<file path="src/rtl/display_count_scan_ctrl.sv">
// 4-digit BCD up-counter with tick prescaler and parallel load, time-multiplexed
// onto a shared active-low seven-segment display one anode at a time.
module display_count_scan_ctrl #(
    parameter int TICK_DIV = 100_000_000,
    parameter int SCAN_DIV = 100_000
) (
    input  logic        clk,
    input  logic        reset,
    input  logic        enable,
    input  logic        load,
    input  logic [15:0] w,
    output logic [15:0] count,
    output logic        wrap,
    output logic [0:6]  seg,
    output logic [3:0]  digit
);
    localparam int PW = (TICK_DIV > 2) ? $clog2(TICK_DIV) : 1;
    localparam int SW = (SCAN_DIV > 2) ? $clog2(SCAN_DIV) : 1;

    logic [PW-1:0] prescaler_reg;
    logic [SW-1:0] scan_cnt_reg;
    logic [1:0]    scan_idx_reg;
    logic [15:0]   count_reg;
    logic          wrap_reg;
    logic [0:6]    seg_reg;
    logic [3:0]    digit_reg;

    logic          tick;
    logic [15:0]   count_next;
    logic [15:0]   w_bcd;
    logic [4:0]    carry;
    logic [3:0]    sel_nib;

    assign tick     = enable && !load && (prescaler_reg == PW'(TICK_DIV - 1));
    assign carry[0] = 1'b1;

    // Decimal cascade: the whole carry chain resolves in one cycle.
    generate
        for (genvar gi = 0; gi < 4; gi++) begin : g_digit
            logic [3:0] nib;
            logic [3:0] w_nib;
            assign nib   = count_reg[4*gi +: 4];
            assign w_nib = w[4*gi +: 4];
            assign carry[gi+1] = carry[gi] && (nib == 4'd9);
            assign count_next[4*gi +: 4] = !carry[gi]    ? nib :
                                           (nib == 4'd9) ? 4'd0 : nib + 4'd1;
            assign w_bcd[4*gi +: 4] = (w_nib > 4'd9) ? 4'd0 : w_nib;
        end
    endgenerate

    always_comb begin
        sel_nib = count_reg[3:0];
        case (scan_idx_reg)
            2'd0: sel_nib = count_reg[3:0];
            2'd1: sel_nib = count_reg[7:4];
            2'd2: sel_nib = count_reg[11:8];
            2'd3: sel_nib = count_reg[15:12];
            default: sel_nib = count_reg[3:0];
        endcase
    end

    function automatic logic [6:0] seg_decode(input logic [3:0] d);
        case (d)
            4'd0:    seg_decode = 7'b0000001;
            4'd1:    seg_decode = 7'b1001111;
            4'd2:    seg_decode = 7'b0010010;
            4'd3:    seg_decode = 7'b0000110;
            4'd4:    seg_decode = 7'b1001100;
            4'd5:    seg_decode = 7'b0100100;
            4'd6:    seg_decode = 7'b0100000;
            4'd7:    seg_decode = 7'b0001111;
            4'd8:    seg_decode = 7'b0000000;
            4'd9:    seg_decode = 7'b0000100;
            default: seg_decode = 7'b1111111;
        endcase
    endfunction

    always_ff @(posedge clk) begin
        if (reset) begin
            prescaler_reg <= '0;
            scan_cnt_reg  <= '0;
            scan_idx_reg  <= 2'd0;
            count_reg     <= 16'h0000;
            wrap_reg      <= 1'b0;
            digit_reg     <= 4'b1110;
            seg_reg       <= 7'b0000001;
        end else begin
            // Load wins over a coincident tick; that tick is simply lost.
            if (load) begin
                count_reg     <= w_bcd;
                prescaler_reg <= '0;
                wrap_reg      <= 1'b0;
            end else if (tick) begin
                count_reg     <= count_next;
                prescaler_reg <= '0;
                wrap_reg      <= carry[4];
            end else begin
                if (enable)
                    prescaler_reg <= prescaler_reg + PW'(1);
                wrap_reg <= 1'b0;
            end

            if (scan_cnt_reg == SW'(SCAN_DIV - 1)) begin
                scan_cnt_reg <= '0;
                scan_idx_reg <= scan_idx_reg + 2'd1;
            end else begin
                scan_cnt_reg <= scan_cnt_reg + SW'(1);
            end

            digit_reg <= ~(4'b0001 << scan_idx_reg);
            seg_reg   <= seg_decode(sel_nib);
        end
    end

    assign count = count_reg;
    assign wrap  = wrap_reg;
    assign seg   = seg_reg;
    assign digit = digit_reg;
endmodule

</file>
<file path="config.mk">
export PLATFORM = sky130hd
export DESIGN_NAME = display_count_scan_ctrl
export DESIGN_NICKNAME = d
export VERILOG_FILES = /design/src/rtl/display_count_scan_ctrl.sv
export SDC_FILE = /design/constraint.sdc
export NUM_CORES = 1
export LEC_CHECK = 0
export ABC_AREA = 1
export CORE_ASPECT_RATIO = 1.75
export CORE_UTILIZATION = 46
export DETAILED_ROUTE_END_ITERATION = 10
export MAX_ROUTING_LAYER = met4
export PLACE_DENSITY = 0.7
export SYNTH_ARGS = -nofsm -noshare
export SYNTH_HDL_FRONTEND = slang
export SYNTH_SLANG_ARGS = --single-unit
</file>
<file path="constraint.sdc">
create_clock -name clk -period 2.9 [get_ports clk]
set_clock_uncertainty 0.1 [all_clocks]
set_input_delay 0.58 -clock clk [delete_from_list [all_inputs] [get_ports clk]]
set_output_delay 0.58 -clock clk [all_outputs]
set_load 0.05 [all_outputs]
</file>
=== After elaboration in Yosys (flattened, before gate mapping) ===
Memory sizes are Yosys's and may differ from the RTL's. A register that Yosys moved wholly into a read port is not among the register bits.
Cells that the tools add are included.
W data, S select, Z words.

* Memories: 1
* Input port bits: 20
* Output and inout bits: 28
* ROM bits: 112
* Word-level logic and storage cells: 64
* Register bits: 67

{| class="wikitable"
|+ Memories
! memory !! words !! width !! read ports !! clocked after memory_dff !! wr ports !! line !! text
|-
| (no name shown) || 16 || 7 || 1 || 1 || 0 || 63 || <nowiki>case (d)</nowiki>
|}

* Shift operators: 1
* Add/subtract/negate cells: 7
* Equal/unequal tests: 9
* $lt $le $gt $ge: 4
* Reductions and logical operators: 17
* Multiplexer cells: 14
* Bitwise operators: 2

{| class="wikitable"
|+ Operators by type and width
! kind !! count
|-
| $mux W4 || 11
|-
| $mux W16 || 2
|-
| $add A27 B1 Y27 const B || 1
|-
| $eq A27 B27 Y1 const B || 1
|-
| $add A17 B1 Y17 const B || 1
|-
| $eq A17 B17 Y1 const B || 1
|-
| $add A4 B1 Y4 const B || 4
|-
| $eq A4 B4 Y1 const B || 4
|-
| $gt A4 B4 Y1 const B || 4
|-
| $pmux W4 S4 || 1
|-
| $reduce_bool A2 Y1 || 4
|-
| $reduce_and A2 Y1 || 3
|-
| $reduce_or A3 Y1 || 2
|-
| $logic_and A1 B1 Y1 || 5
|-
| $eq A2 B2 Y1 const B || 2
|-
| $not A4 Y4 || 1
|-
| $shl A1 B2 Y4 const A || 1
|-
| $add A2 B1 Y2 const B || 1
|-
| $eq A2 B1 Y1 const B || 1
|-
| $logic_not A2 Y1 || 1
|-
| $reduce_or A2 Y1 || 1
|-
| $logic_not A1 Y1 || 1
|-
| $not A1 Y1 || 1
|}

=== Logic depth before layout (Yosys ltp) ===
Gate-level depths: netlist (run 1).

* Depth in word-level cells: 6
* Gate-level depth with buffers: 11

=== Least setup slack after synthesis (run 1) ===
Ideal clock, no wire load.

* Kind: register to register
* Start point: register count_reg[8], in the netlist count[8]
* End point: register seg_reg (netlist bit seg[3])
* Buffers on the path: 1
* Data required time: 2.668 ns
* Setup slack: 0.692 ns
* Setup time: 0.132 ns
* Data arrival time: 1.975 ns
* Stages on the path, launching flop included: 11
* Period minus slack after synthesis: 2.208 ns
* Path through: dfxtp_1 clkbuf_1 nand2_1 nand2_1 nor2_1 a21oi_1 inv_1 ha_1 nand3b_1 nand3_1 a21oi_1

* Longest elaborated chain between the ends: 1

{| class="wikitable"
|+ RTL lines
! element !! line !! text
|-
| start: declaration || 23 || <nowiki>logic [15:0] count_reg;</nowiki>
|-
| start signal: assignment || 90 || <nowiki>count_reg <= w_bcd;</nowiki>
|-
| start signal: assignment || 94 || <nowiki>count_reg <= count_next;</nowiki>
|-
| $pmux W4 S4 || 53 || <nowiki>case (scan_idx_reg)</nowiki>
|-
| end: declaration || 25 || <nowiki>logic [0:6] seg_reg;</nowiki>
|}

No other way between the ends.
A chain may end at the register's enable or synchronous reset.

=== Final worst setup path (run 1) ===
* Start point: register scan_idx_reg[0]
* End point: register seg_reg (netlist bit seg[3])

* Longest elaborated chain between the ends: 2

{| class="wikitable"
|+ RTL lines
! element !! line !! text
|-
| start: declaration || 22 || <nowiki>logic [1:0] scan_idx_reg;</nowiki>
|-
| start signal: assignment || 105 || <nowiki>scan_idx_reg <= scan_idx_reg + 2'd1;</nowiki>
|-
| $eq A2 B2 Y1 (tied with other cells) || 53 ||
|-
| $pmux W4 S4 * || 53 ||
|}

Every way passes the cells marked *; elsewhere a longest branch is shown, timed or not.

==> results of run 1 <==
==> worst max-delay path: stages, from the launching register on <==
cell and delay (ns):
dfxtp_1 0.37, inv_1 0.12, ha_1 0.28, inv_1 0.08, o21ai_0 0.15, o22ai_1 0.38
inv_1 0.15, ha_1 0.30, nand3b_1 0.19, nand3_1 0.11, a21oi_1 0.07
==> Yosys cell counts <==
library cell / count
a21oi_1: 37
a31oi_1: 4
buf_12: 1
buf_2: 4
buf_4: 2
buf_6: 1
buf_8: 2
clkbuf_1: 5
clkinv_1: 1
dfxtp_1: 74
ha_1: 12
inv_1: 75
inv_4: 1
nand2_1: 164
nand2_2: 2
nand2_4: 1
nand2_8: 1
nand3_1: 74
nand3b_1: 5
nand4_1: 14
nor2_1: 100
nor2_2: 12
nor2_4: 1
nor3_1: 13
nor3_2: 1
nor4_1: 2
o21a_1: 2
o21ai_0: 19
o21bai_1: 2
o22ai_1: 2
o31ai_1: 1
or2_2: 3
xnor2_1: 10
xor2_1: 8
==> cell families after synthesis <==
family,Yosys count,synth area share [%]
flops,74,34.66
simple gates,393,40.31
fa+ha+maj,12,3.513
xor+xnor,18,3.688
buf+inv,92,9.514
compound gates,67,8.314
==> final cells by class <==
cell class                 instances  area (sq um)  share of cell area [%]
clock buffer                       9         225.2                   4.414
tap                              120         150.1                   2.943
sequential                        74          1481                   29.03
timing repair buffer              52         508.0                   9.956
multi-input combinational        490          2386                   46.76
clock inverter                     7         60.06                   1.177
inverter                          77         291.5                   5.714
==> worst paths after layout <==
| path | startpoint | endpoint | slack [ns] |
|---|---|---|---|
| worst min-delay path | scan_cnt_reg[15]$_SDFF_PP0_ | scan_cnt_reg[15]$_SDFF_PP0_ | 0.37 |
| worst max register to register | scan_idx_reg[0]$_SDFFE_PP0N_ | seg[3]$_SDFF_PP0_ | 0.48 |
| worst min register to register | scan_cnt_reg[15]$_SDFF_PP0_ | scan_cnt_reg[15]$_SDFF_PP0_ | 0.37 |
| worst max-delay path | scan_idx_reg[0]$_SDFFE_PP0N_ | seg[3]$_SDFF_PP0_ | 0.48 |
==> through the flow <==
step           cells  total power (W)  instance area (sq um)
5_1_grt          829         0.002524                   5102
6_report         829         0.002434                   5102
4_1_cts          829         0.002451                   5102
3_5_place_dp     813         0.001396                   4817
3_3_place_gp     813         0.001392                   4817
2_1_floorplan    656         0.001297                   4274
==> power groups by stage <==
stage / registers [W] / clock network [W] / logic, W
2_1_floorplan: 0.00116 / 0 / 0.000142
3_3_place_gp: 0.00110 / 0 / 0.000297
3_5_place_dp: 0.00110 / 0 / 0.000301
4_1_cts: 0.00107 / 0.00108 / 0.000302
5_1_grt: 0.00108 / 0.00112 / 0.000330
6_report: 0.00107 / 0.00106 / 0.000302
==> metal layers <==
layer  global-route usage [%]  share of wire, %  vias to the layer above
met5                        -                 0                        -
li1                         -                 -                     2200
met3                    3.966               2.8                       45
met2                    44.20                53                      105
met1                    25.41                38                     1960
met4                    17.20               6.0                        0
==> results.ini, run 1 <==
[timing]
whs_ns = 0.3661
period_minus_slack_ns = 2.423
drv_slew = 0
fin_ws_ns = 0.4769
finalSetupTns_ns = 0
finalSetupViolations = 0
relSlewSlack_pct = 60.32
period_share_pct = 83.55
worst_pin_slew_ns = 0.5953
max_freq_ghz = 0.4127
hold_viol_final = 0
rsz0062_at_grt = false

[critical_path]
rr_worst_depth = 10
worstPathRequired_ns = 3.02
crit_type = reg2reg
worstPathMaxFanout = 5
arrival_ns = 2.55
worst_setup_path_start_kind = flop
crit_path_end_kind = flop

[die]
start_util_pct = 47.30
die_y_microns = 129.5
coreArea_sq_um = 9036
rows = 46
io_pins = 48
die_area_sq_um = 9696
die_w_microns = 74.87

[grt]
grt_pass1_wl_microns = 18400
grt.overflow.total = 0
first_global_vias = 4198
grtUsageTotal_pct = 25.49
grt_max_degree = 27
antenna_found_initial = 0

[placed_design]
place_congestion = 0.9875
hpwlAfterDp_microns = 8522
io_buffers = 47
dp_slack_ns = 0.3511

[clock_tree]
post_cts_resized = 0
cts-hold-fix-buffers = 0
cts_tree = built
clkSinkCount = 74
cts_setup_buffers = 0
cts_buffers = 9
htreeDepth = 3
cts_buffer_depth = 2
path_clk_slew_ns = 0.07
root_buffer = clkbuf_16
clk_latency_ns = 0.34

[synth]
synth_area_sq_um = 4274
synth_fp_nets = 688
synth-seq-cells = 74
yosysWarnings = 0
synth_cell_types = 34
yosysTopAreaCellShare_pct = 34.66
yosysTopAreaCell = dfxtp_1
synthCells = 656
yosysSeqAreaShare_pct = 34.66
synth_area_leaders = dfxtp_1 35%, nand2_1 14%, nor2_1 8.8%, nand3_1 8.7%, inv_1 6.6%
avgSynthCellArea_sq_um = 6.515

[pwr]
p_leak_nw = 1.954
clkPwrFrac_pct = 43.5
ir_drop_mv = 0.3767
combPwrFrac_pct = 12.4
powerDensity_nw_per_um2 = 477.0
swShare_pct = 28.39
internal_power_w = 0.001743
sequentialPowerShare_pct = 44.1
power.switching_w = 0.0006911

[detailed_routing]
first_pass_iters = 6
postRouteAntennaNets = 0
post_drt_wl_per_cell_microns = 13.41
wirelength_microns = 11120
routed_via_density = 5.199
vias = 4310
drtIter0Drc = 190
drc = 0

[final_layout]
layout_common_cells = 164 x nand2_1, 100 x nor2_1, 75 x inv_1, 74 x nand3_1, 74 x dfxtp_1
fin_util_pct = 56.47
drive_gt1_share_pct = 6.065
areaGrowthSynthToFinish_pct = 19.38
fillers = 912
fin_nets = 736
insertedDiodeCount = 0
final_common_cell = nand2_1
largest_register_ffs = 27

[flow_run]
drv_cap = 0

[status]
run_status = finished, final reports clean

[worst_hold_path]
worstHoldPathType = reg2reg
min_path_cells = 2

(Power assumes the default switching activity.)
==> run 2: changes to the inputs <==
Settings changed: PLACE_DENSITY 0.7 to 0.73.
Clock period 2.9 ns to 2 ns, I/O delays scaled along.
==> results.ini, run 2 (synthesis results as in run 1) <==
[status]
run_status = finished, final reports clean

[critical_path]
crit_chain = clkdlybuf4s50_1
worstPathMaxFanout = 1
slowest_delay_ns = 0.81
worstPathRequired_ns = 1.50
crit_type = reg2out
arrival_ns = 1.48
worst_setup_path_start_kind = flop
crit_buf_inv = 1
crit_path_end_kind = output port
crit_slowest_cell = clkdlybuf4s50_1
path_delay_family = buffers and inverters

[grt]
grt_pass1_wl_microns = 18550
first_global_vias = 4265
grtUsageTotal_pct = 25.70
grt_max_degree = 27
antenna_found_initial = 0
grt.overflow.total = 0

[detailed_routing]
vias = 4512
drtIter0Drc = 227
wirelength_microns = 11510
routed_via_density = 5.198
drc = 0
post_drt_wl_per_cell_microns = 13.26
postRouteAntennaNets = 0
first_pass_iters = 5

[final_layout]
fillers = 865
drive_gt1_share_pct = 15.91
insertedDiodeCount = 0
largest_register_ffs = 27
layout_common_cells = 162 x nand2_1, 100 x nor2_1, 73 x nand3_1, 71 x inv_1, 68 x dfxtp_1
fin_util_pct = 60.68
final_common_cell = nand2_1
areaGrowthSynthToFinish_pct = 28.28
fin_nets = 775

[die]
start_util_pct = 47.30
die_y_microns = 129.5
io_pins = 48
rows = 46
die_area_sq_um = 9696
coreArea_sq_um = 9036
die_w_microns = 74.87

[pwr]
internal_power_w = 0.002664
combPwrFrac_pct = 13.0
p_leak_nw = 2.203
powerDensity_nw_per_um2 = 658.7
power.switching_w = 0.0009473
sequentialPowerShare_pct = 43.0
ir_drop_mv = 0.4937
swShare_pct = 26.23
clkPwrFrac_pct = 44.0

[clock_tree]
clk_latency_ns = 0.34
cts_buffers = 9
cts_tree = built
clkSinkCount = 74
path_clk_slew_ns = 0.06
cts-hold-fix-buffers = 0
root_buffer = clkbuf_16
htreeDepth = 3
cts_buffer_depth = 2

[timing]
finalSetupTns_ns = 0
max_freq_ghz = 0.5051
worst_pin_slew_ns = 0.5137
drv_slew = 0
period_share_pct = 98.98
finalSetupViolations = 0
relSlewSlack_pct = 65.64
rsz0062_at_grt = true
hold_viol_final = 0
period_minus_slack_ns = 1.980

[flow_run]
drv_cap = 0

[worst_hold_path]
worstHoldPathType = reg2reg

[placed_design]
hpwlAfterDp_microns = 8651
place_congestion = 0.9212
io_buffers = 47

run 2: path summary, 6_finish.rpt:
path                                start                     endpoint  slack, ns  depth (start not counted)
min           scan_cnt_reg[15]$_SDFF_PP0_  scan_cnt_reg[15]$_SDFF_PP0_       0.36                          2
max reg2reg  scan_idx_reg[0]$_SDFFE_PP0N_            seg[3]$_SDFF_PP0_       0.06                         11
max                   digit[2]$_SDFF_PP1_                     digit[2]       0.02                          1
min reg2reg   scan_cnt_reg[15]$_SDFF_PP0_  scan_cnt_reg[15]$_SDFF_PP0_       0.36                          2
run 2: layout make-up:
class / count / area, sq um / share of cell area (%)
Tap cell: 120 / 150.1 / 2.738
Inverter: 77 / 296.5 / 5.408
Clock inverter: 3 / 21.27 / 0.3880
Multi-Input combinational cell: 490 / 2457 / 44.82
Sequential cell: 74 / 1494 / 27.25
Clock buffer: 13 / 280.3 / 5.112
Timing Repair Buffer: 91 / 783.3 / 14.29
run 2: stage by stage:
| step | cells | area [sq um] | total power [W] | hold slack (ns) | setup slack [ns] |
|---|---|---|---|---|---|
| final | 868 | 5483 | 0.003612 | 0.3609 | 0.02035 |
| after CTS | 864 | 5396 | 0.003630 | 0.3640 | 0.005393 |
| after detailed placement | 848 | 5074 | 0.002051 | 0.3552 | -0.1145 |
| after global placement | 848 | 5074 | 0.002044 | 0.3439 | -0.07363 |
| after floorplan | 656 | 4287 | 0.001883 | 0.3302 | 0.003144 |
| after global routing | 868 | 5483 | 0.003730 | 0.3854 | -0.003807 |
run 2: tightest hold or removal path: stages (launching register included):
cell and delay [ns]:
dfxtp_1 0.31, nand2_1 0.06, a21oi_1 0.05
run 2: routing by layer:
layer,part of all wire [%],GRT usage [%],up-vias
met5,0,-,-
met4,3.6,14.10,0
met3,3.4,4.899,38
met2,57,47.32,130
met1,36,23.98,2063
li1,-,-,2281
run 2: what timing repair did:
item	4_1_cts	5_1_grt
resized for setup	9	14
pin swaps	0	5
setup endpoints to repair	5	7
setup buffers	0	4
run 2: power by group through the flow:
stage | sequential [W] | combinational, W | clock [W]
finish | 0.00155 | 0.000468 | 0.00159
global route | 0.00156 | 0.000507 | 0.00166
CTS | 0.00156 | 0.000466 | 0.00161
detailed placement | 0.00159 | 0.000464 | 0
global placement | 0.00159 | 0.000457 | 0
floorplan | 0.00168 | 0.000206 | 0
==> run 3: changes to the inputs <==
--- a/config.mk
+++ b/config.mk
@@ -12,3 +12,3 @@
 export MAX_ROUTING_LAYER = met4
-export PLACE_DENSITY = 0.73
+export PLACE_DENSITY = 0.7
 export SYNTH_ARGS = -nofsm -noshare
--- a/constraint.sdc
+++ b/constraint.sdc
@@ -4,2 +4,2 @@
 set_output_delay 0.4 -clock clk [all_outputs]
-set_load 0.05 [all_outputs]
+set_load 0.02 [all_outputs]
==> results.ini, run 3 (synthesis results as in run 1) <==
[timing]
max_freq_ghz = 0.5114
period_share_pct = 97.78
drv_slew = 0
period_minus_slack_ns = 1.956
finalSetupTns_ns = 0
relSlewSlack_pct = 72.44
hold_viol_final = 0
finalSetupViolations = 0
worst_pin_slew_ns = 0.4102

[placed_design]
place_congestion = 0.9403
dp_cells = 849
hpwlAfterDp_microns = 8732
io_buffers = 47

[critical_path]
startpoint = count[14]$_SDFFE_PP0P_
arrival_ns = 1.46
rr_worst_depth = 11
crit_chain = clkdlybuf4s50_1
crit_buf_inv = 1
slowest_delay_ns = 0.66
path_delay_family = buffers and inverters
cp.depth = 1
r2r_end = seg[3]$_SDFF_PP0_
worst_setup_path_start_kind = flop
crit_slowest_cell = clkdlybuf4s50_1
rrSetupSlack_ns = 0.10
crit_path_end_kind = output port
worstPathMaxFanout = 5
crit_type = reg2out
cp-endpoint = count[14]
r2r_start = scan_idx_reg[0]$_SDFFE_PP0N_
worstPathRequired_ns = 1.50

[clock_tree]
htreeDepth = 3
clk_latency_ns = 0.34
path_clk_slew_ns = 0.06
cts_buffers = 9
cts_tree = built
root_buffer = clkbuf_16
clkSinkCount = 74
cts-hold-fix-buffers = 0
cts_buffer_depth = 2

[die]
die_w_microns = 74.87
coreArea_sq_um = 9036
rows = 46
io_pins = 48
die_y_microns = 129.5
die_area_sq_um = 9696
start_util_pct = 47.30

[final_layout]
insertedDiodeCount = 0
fin_nets = 773
final_common_cell = nand2_1
drive_gt1_share_pct = 12.73
instances_no_fill = 866
layout_common_cells = 163 x nand2_1, 99 x nor2_1, 74 x nand3_1, 71 x inv_1, 71 x dfxtp_1
areaGrowthSynthToFinish_pct = 28.95
largest_register_ffs = 27
fillers = 859
fin_util_pct = 60.99

[detailed_routing]
first_pass_iters = 4
drc = 0
routed_via_density = 5.163
drtIter0Drc = 221
vias = 4471
post_drt_wl_per_cell_microns = 13.14
wirelength_microns = 11380
postRouteAntennaNets = 0

[status]
run_status = finished, final reports clean

[worst_hold_path]
worstHoldPathType = reg2reg

[grt]
grt_max_degree = 27
grt.overflow.total = 0
grt_pass1_wl_microns = 18320
first_global_vias = 4239
antenna_found_initial = 0
grtUsageTotal_pct = 25.49

[flow_run]
drv_cap = 0

[pwr]
p_leak_nw = 2.218
powerDensity_nw_per_um2 = 672.0
p_total_w = 0.003704
ir_drop_mv = 0.4645

[run 3: cell count changes in the layout (fill, tap and decap cells not counted), sizes merged]
cell	before	now
buf	61	42
bufinv	0	2
clkbuf	13	10
clkdlybuf4s50	30	44
dlymetal6s2s	0	3
inv	76	77
[run 3: repair_timing]
action / CTS / global route
endpoints found under the setup margin: 6 / 13
pin swaps: 0 / 1
setup buffers: 0 / 1
resized for setup: 4 / 19
[run 3: area by class of cell]
cell class | count | area, sq um | area share, %
Clock buffer | 10 | 229.0 | 4.154
Clock inverter | 6 | 90.09 | 1.635
Multi-Input combinational cell | 490 | 2445 | 44.36
Tap cell | 120 | 150.1 | 2.724
Timing Repair Buffer | 89 | 818.3 | 14.85
Inverter | 77 | 291.5 | 5.289
Sequential cell | 74 | 1488 | 26.99
[run 3: per-stage QoR]
step	hold WS, ns	cell area [sq um]	setup slack [ns]
final	0.3725	5512	0.04441
after global routing	0.3981	5512	-0.0005917
after CTS	0.3735	5448	0.003371
after detailed placement	0.3605	5119	-0.2073
after global placement	0.3427	5119	-0.1829
after floorplan	0.3302	4280	0.01159
[run 3: power breakdown]
part | switching [W] | internal (W) | leakage, nW
Clock | 0.000640 | 0.00110 | 0.153
Sequential | 0.0000387 | 0.00151 | 0.602
Combinational | 0.000229 | 0.000190 | 1.46
[run 3: worst min path at each step]
stage	slack [ns]	cells after the start	endpoint	from
after floorplan	0.33	1	scan_cnt_reg[0]$_SDFF_PP0_	scan_cnt_reg[0]$_SDFF_PP0_
after global placement	0.34	1	scan_cnt_reg[0]$_SDFF_PP0_	scan_cnt_reg[0]$_SDFF_PP0_
after CTS	0.37	2	scan_cnt_reg[15]$_SDFF_PP0_	scan_cnt_reg[15]$_SDFF_PP0_
after detailed placement	0.36	1	scan_cnt_reg[0]$_SDFF_PP0_	scan_cnt_reg[0]$_SDFF_PP0_
after global routing	0.40	1	scan_cnt_reg[0]$_SDFF_PP0_	scan_cnt_reg[0]$_SDFF_PP0_
final	0.37	2	scan_cnt_reg[15]$_SDFF_PP0_	scan_cnt_reg[15]$_SDFF_PP0_
[run 3: layer usage]
metal / up-vias / part of all wire, % / track usage [%]
li1: 2273 / - / -
met1: 2045 / 37 / 23.82
met2: 112 / 55 / 46.58
met3: 41 / 3.2 / 3.655
met4: 0 / 5.0 / 16.32
met5: - / 0 / -
